<file path="config.mk">
export PLATFORM = sky130hd
export DESIGN_NAME = fetch_unit
export DESIGN_NICKNAME = d
export VERILOG_FILES = /design/src/rtl/fetch_unit.sv
export SDC_FILE = /design/constraint.sdc
export NUM_CORES = 1
export LEC_CHECK = 0
export CORE_ASPECT_RATIO = 1.25
export CORE_MARGIN = 5
export CORE_UTILIZATION = 40
export CTS_CLUSTER_DIAMETER = 150
export CTS_CLUSTER_SIZE = 28
export DETAILED_ROUTE_END_ITERATION = 6
export PLACE_DENSITY_LB_ADDON = 0.05
export SLEW_MARGIN = 15
export SYNTH_ARGS = -nofsm -noshare
export SYNTH_HDL_FRONTEND = slang
export SYNTH_SLANG_ARGS = --single-unit
</file>
<file path="constraint.sdc">
create_clock -name clk -period 1.99 [get_ports clk]
set_input_delay 0.398 -clock clk [delete_from_list [all_inputs] [get_ports clk]]
set_output_delay 0.398 -clock clk [all_outputs]
set_load 0.005 [all_outputs]
</file>
<file path="src/rtl/fetch_unit.sv">
// Instruction fetch stage: issues reads to instruction memory and presents one
// registered instruction (with its PC) to the control unit.
module fetch_unit #(
  parameter logic [7:0]  RESET_PC  = 8'h00,
  parameter logic [15:0] NOP_INSTR = 16'h000F
) (
  input  logic        clk,
  input  logic        rst_n,
  output logic        imem_req,
  output logic [7:0]  imem_addr,
  input  logic        imem_ready,
  input  logic [15:0] imem_rdata,
  input  logic        stall,
  input  logic        halt,
  input  logic        redirect_en,
  input  logic [7:0]  redirect_addr,
  output logic [15:0] instr,
  output logic        instr_valid,
  output logic [7:0]  instr_pc,
  output logic        dbg_state
);

  typedef enum logic {RUN = 1'b0, HALTED = 1'b1} state_t;

  state_t     state;
  state_t     state_next;
  logic [7:0] fetch_pc;
  logic       capture;
  logic       consume;
  logic       pending;

  // Handshakes: a memory read completes on a posedge with imem_req && imem_ready;
  // an instruction is consumed on a posedge with instr_valid && !stall.
  always_comb begin
    imem_req   = rst_n && (state == RUN) && !redirect_en && (!instr_valid || !stall);
    capture    = imem_req && imem_ready;
    consume    = instr_valid && !stall;
    pending    = imem_req && !imem_ready;
    state_next = state;
    if (redirect_en) begin
      state_next = RUN;
    end else if ((state == RUN) && halt && !pending) begin
      state_next = HALTED;
    end
  end

  assign imem_addr = fetch_pc;
  assign dbg_state = state;

  always_ff @(posedge clk) begin
    if (!rst_n) begin
      state <= RUN;
    end else begin
      state <= state_next;
    end
  end

  always_ff @(posedge clk) begin
    if (!rst_n) begin
      fetch_pc    <= RESET_PC;
      instr       <= NOP_INSTR;
      instr_pc    <= 8'h00;
      instr_valid <= 1'b0;
    end else if (redirect_en) begin
      // A redirect flushes the buffered instruction and drops any read data.
      fetch_pc    <= redirect_addr;
      instr       <= NOP_INSTR;
      instr_valid <= 1'b0;
    end else if (capture) begin
      instr       <= imem_rdata;
      instr_pc    <= fetch_pc;
      instr_valid <= 1'b1;
      fetch_pc    <= fetch_pc + 8'd1;
    end else if (consume) begin
      instr       <= NOP_INSTR;
      instr_valid <= 1'b0;
    end
  end

endmodule

</file>
After elaboration in Yosys (flattened, before gate mapping):

Index checks and enable logic that the tools add are counted.

* register bits after elaboration: 34
* input port bits: 30
* output and inout port bits: 35
* logic and storage cells: 33

* add/sub/neg operators: 1
* multiplexer cells: 6
* bitwise gates (word level): 3
* reductions and logical operators: 18

Operator list (number)
* two-way mux 16 bit: 2
* two-way mux 8 bit: 2
* adder 8 x 1 -> 8 bit (second input constant): 1
* logical AND 1 bit: 8
* zero test 1 bit: 5
* nonzero test 2 bit: 2
* NOT 1 bit: 3
* two-way mux 1 bit: 2
* AND reduction 2 bit: 1
* OR reduction 2 bit: 1
* logical OR 1 bit: 1

Logic depth before layout (Yosys ltp):

* depth in word-level cells: 7
* gate-level depth with buffers: 7
* mapped depth without buffers: 5

Least setup slack after synthesis:

Ideal clock, no wire load.

* path kind: input to register
* start: input port stall
* end: register fetch_pc[6] (netlist: imem_addr[6])
* setup time: 74 ps
* arrival: 1688 ps
* data required time: 1916 ps
* setup slack: 228 ps
* stages: 6
* buffers on the path: 2
* cells stage by stage: and2_1 clkbuf_1 or2_1 buf_2 or4_1 a31oi_1

* longest elaborated chain between the ends: 5

RTL lines
* from (decl): line 13 `input logic stall,`
* zero test 1 bit: line 35 `imem_req = rst_n && (state == RUN) && !redirect_en && (!instr_valid || !stall);`
* logical OR 1 bit: line 35
* logical AND 1 bit: line 35
* logical AND 1 bit: line 36 `capture = imem_req && imem_ready;`
* nonzero test 2 bit (no source line)
* to (signal assigned): line 66 `fetch_pc <= redirect_addr;`
* to (signal assigned): line 73 `fetch_pc <= fetch_pc + 8'd1;`
* to (decl): line 27 `logic [7:0] fetch_pc;`

No other way between the ends.
A chain may end at the register's enable or synchronous reset.

Final worst setup path:

* start: input port redirect_en
* end: register fetch_pc[6] (netlist: imem_addr[6])

* longest elaborated chain between the ends: 5
* elaborated cells between the ends (all ways): 6
* classes of those cells: 1 x mux; 5 x reduce/logical

RTL lines
* from (decl): line 15 `input logic redirect_en,`
* zero test 1 bit: line 35
* logical AND 1 bit (2 in series): line 35
* logical AND 1 bit: line 36
* nonzero test 2 bit (no source line)

Several ways; a longest one is shown, not always the timed one.

==> metrics.csv <==
metric,value,unit
grt_first_pass_wirelength,6141,um
postSynth.asyncResetShare,0,%
drt_pre_antenna_iters,4,
htree_levels,2,
clk_transition_reported_paths,0.07,ns
holdPathStages,2,
io_buffers,64,
seq_area_frac_synth,50.94,%
r2r.worst_path.cells,4,
detail_route.iter0.violations,45,
outcome,"finished, final reports clean",
share_comb_of_total_power,13.8,%
netSwitchingFraction,23.16,%
synth_enable_flop_cells,0,
netlist_instances,160,
synth.cell_area,1336,um2
globalplace.congestion,0.7539,
count_of_nets_left_with_antenna_violations_after_detail_routing,0,
max_slew_margin,75.88,%
number_of_warning_messages_in_the_yosys_log,0,
die_w,61.70,um
placeableCoreArea,3223,um2
grt.total_usage,17.69,%
cell_internal_pwr,1100,uW
insertedDiodeCount,0,
cp_slowest_stage_delay,0.47,ns
clockBufferDepth,2,
p_leak,0.0007915,uW
totalNegativeSetupSlack,0,ns
worst_setup_path_start_kind,input pin,
timing.critical_path.slowest_stage_cell,sky130_fd_sc_hd__clkdlybuf4s50_1,
synthesis.nets,191,
post_synth_top_flop,sky130_fd_sc_hd__dfxtp_1,
hp-class,reg -> reg,
seq_area,680.7,um2
initial_core_util,41.46,%
synth_cell_count_leaders,"sky130_fd_sc_hd__dfxtp_1 (34), sky130_fd_sc_hd__nand2_1 (34), sky130_fd_sc_hd__nor2_1 (17)",
path_cells,clkdlybuf4s50_1 > nand4bb_1 > or2_1 > buf_4 > o311ai_0 > a31oi_1,
routed_wire_length_per_instance,14.30,um
grt_max_degree,15,
post_synthesis_mean_instance_area,8.352,um2
num-fill-cells,295,
setup-violations-final,0,
footprint_of_the_multi_input_gates,603.1,um2
power.share.sequential,50.2,%
power_density,653.9,nW/um2
fp-row-count,23,
num-nets-final,267,
critical_path_start_end_classification,in -> reg,
hpwlAfterDp,3087,um
finalHoldViolCount,0,
total_wire_length,3917,um
p_switching,331.3,uW
postCtsSetupRepairBufs,0,
area_growth,63.76,%
clockPowerShare,36.0,%
worst_ir_drop_vdd,0.6393,mV
biggest_area_contributors_in_the_synthesized_netlist,"sky130_fd_sc_hd__dfxtp_1 (51%), sky130_fd_sc_hd__nand2_1 (9.6%), sky130_fd_sc_hd__a22oi_1 (7.9%)",
cell_type_contributing_the_most_total_cell_area_after_synthesis,sky130_fd_sc_hd__dfxtp_1,
ioPinCount,65,
drive_above_1_share,10.55,%
vias_in_the_first_global_route,1421,
cap_violations,0,
clock_insertion_delay_worst_skew,0.28,ns
cp-end-kind,flip-flop,
fin_crit,1.867,ns
fin_util,67.90,%
post-route-drc-count,0,
critPathArrivalTime,2.02,ns
synth.top_cell.area_share,50.94,%
drv_slew,0,
grt.overflow.total,0,
worst_case_clock_skew,0.007179,ns
finalCritPeriodShare,93.81,%
cts-hold-fix-buffers,0,
vias,1438,
die_h,74.62,um
tritoncts,built,
numCtsBuffers,5,
die-area,4604,um2
ys_ff_latch,34,
post_drt_via_cell_ratio,5.248,
grt_antenna_before_repair,0,
timing.critical_path.fanout_max,6,
clock.fmax,535.7,MHz
clock-sinks,34,
required_time_reported_for_the_critical_path_endpoint,2.15,ns
setup_repair_after_global_routing_missed_its_margin,false,
cts-root-buf,sky130_fd_sc_hd__clkbuf_8,
yosys.cell_types.count,28,
tightestPinTransition,0.3517,ns
-- worst max-delay path, delay by kind of cell --
family	cells	cell delay (ns)
compound gates	2	0.45
simple gates	2	0.53
buf+inv	2	0.65
-- cells in the final DEF, fill, tap and decap left out --
master	Yosys	layout
sky130_fd_sc_hd__dfxtp_1	34	34
sky130_fd_sc_hd__or2_1	1	1
sky130_fd_sc_hd__nand3_1	2	2
sky130_fd_sc_hd__buf_4	0	15
sky130_fd_sc_hd__a31oi_1	2	2
sky130_fd_sc_hd__dlygate4sd2_1	0	1
sky130_fd_sc_hd__nor2_1	17	16
sky130_fd_sc_hd__a2bb2oi_1	1	1
sky130_fd_sc_hd__clkinv_2	0	1
sky130_fd_sc_hd__or2_2	1	1
sky130_fd_sc_hd__or4_1	2	2
sky130_fd_sc_hd__o22ai_1	5	5
sky130_fd_sc_hd__nand2_1	34	34
sky130_fd_sc_hd__clkdlybuf4s50_1	0	63
sky130_fd_sc_hd__nor3_1	2	2
sky130_fd_sc_hd__o311ai_0	2	1
sky130_fd_sc_hd__nand4bb_1	1	1
sky130_fd_sc_hd__clkbuf_1	8	1
sky130_fd_sc_hd__o311ai_1	0	1
sky130_fd_sc_hd__a32oi_1	1	1
sky130_fd_sc_hd__and2_1	1	1
sky130_fd_sc_hd__o21ai_0	4	4
sky130_fd_sc_hd__inv_1	4	4
sky130_fd_sc_hd__o21a_1	1	1
sky130_fd_sc_hd__mux2_2	1	1
sky130_fd_sc_hd__o41ai_1	1	1
sky130_fd_sc_hd__a211oi_1	1	1
sky130_fd_sc_hd__nor3b_1	1	1
sky130_fd_sc_hd__clkbuf_8	0	6
sky130_fd_sc_hd__a21oi_1	15	15
sky130_fd_sc_hd__mux2i_1	1	1
sky130_fd_sc_hd__nor2_2	0	1
sky130_fd_sc_hd__a22oi_1	14	14
sky130_fd_sc_hd__ha_1	1	1
-- state kept, by name (all words and copies together), names as in the netlist --
register     flops
dbg_state        1
imem_addr        8
instr           16
instr_pc         8
instr_valid      1
-- through the flow --
stage | cells | hold WS [ns] | power, uW | cell area (um2) | setup WS (ns)
6_report | 274 | 0.4505 | 1431 | 2188 | 0.1232
5_1_grt | 274 | 0.4946 | 1500 | 2188 | 0.009041
4_1_cts | 274 | 0.4567 | 1445 | 2188 | 0.08876
3_5_place_dp | 266 | 0.4470 | 932.7 | 2098 | -0.2081
3_3_place_gp | 266 | 0.4407 | 926.0 | 2098 | -0.1029
2_1_floorplan | 160 | 0.4527 | 798.5 | 1336 | 0.2278
-- layout make-up --
class	count	share of cell area [%]
Multi-Input combinational cell	112	27.56
Inverter	4	0.6861
Clock buffer	7	3.945
Clock inverter	1	0.2287
Tap cell	37	2.115
Timing Repair Buffer	79	34.36
Sequential cell	34	31.10
-- what timing repair did --
item / 4_1_cts / 5_1_grt
hold endpoints to repair: 0 / 0
setup endpoints to repair: 1 / 1
gates resized for setup: 1 / 1
-- metal layers --
| layer | routed length, um | track usage (%) | vias to the layer above |
|---|---|---|---|
| li1 | - | - | 713 |
| met1 | 1470 | 17.68 | 677 |
| met2 | 2109 | 32.83 | 46 |
| met3 | 321 | 7.547 | 2 |
| met4 | 14 | 4.481 | 0 |
| met5 | 0 | 0 | - |
-- worst paths after layout --
check                                  start      endpoint  slack (ns)
worst min register to register   instr_pc[5]   instr_pc[5]        0.45
worst min-delay path             instr_pc[5]   instr_pc[5]        0.45
worst max-delay path             redirect_en  imem_addr[6]        0.12
worst max register to register  imem_addr[2]  imem_addr[7]        0.35
-- logic make-up after synthesis --
family,after synthesis,share of synthesized area [%]
muxes,2,1.592
and+or+nand+nor,62,19.76
AOI/OAI and AO/OA,47,22.66
DFF,34,50.94
adders and majority gates,1,0.9362
buffers and inverters,14,4.120
-- power groups by stage --
stage / Clock (uW) / Combinational [uW] / Sequential [uW]
global route: 565 / 214 / 721
global placement: 0 / 194 / 732
CTS: 527 / 199 / 718
finish: 514 / 198 / 719
floorplan: 0 / 67.6 / 731
detailed placement: 0 / 199 / 734
Note: power is estimated with default switching activity, not from simulation.
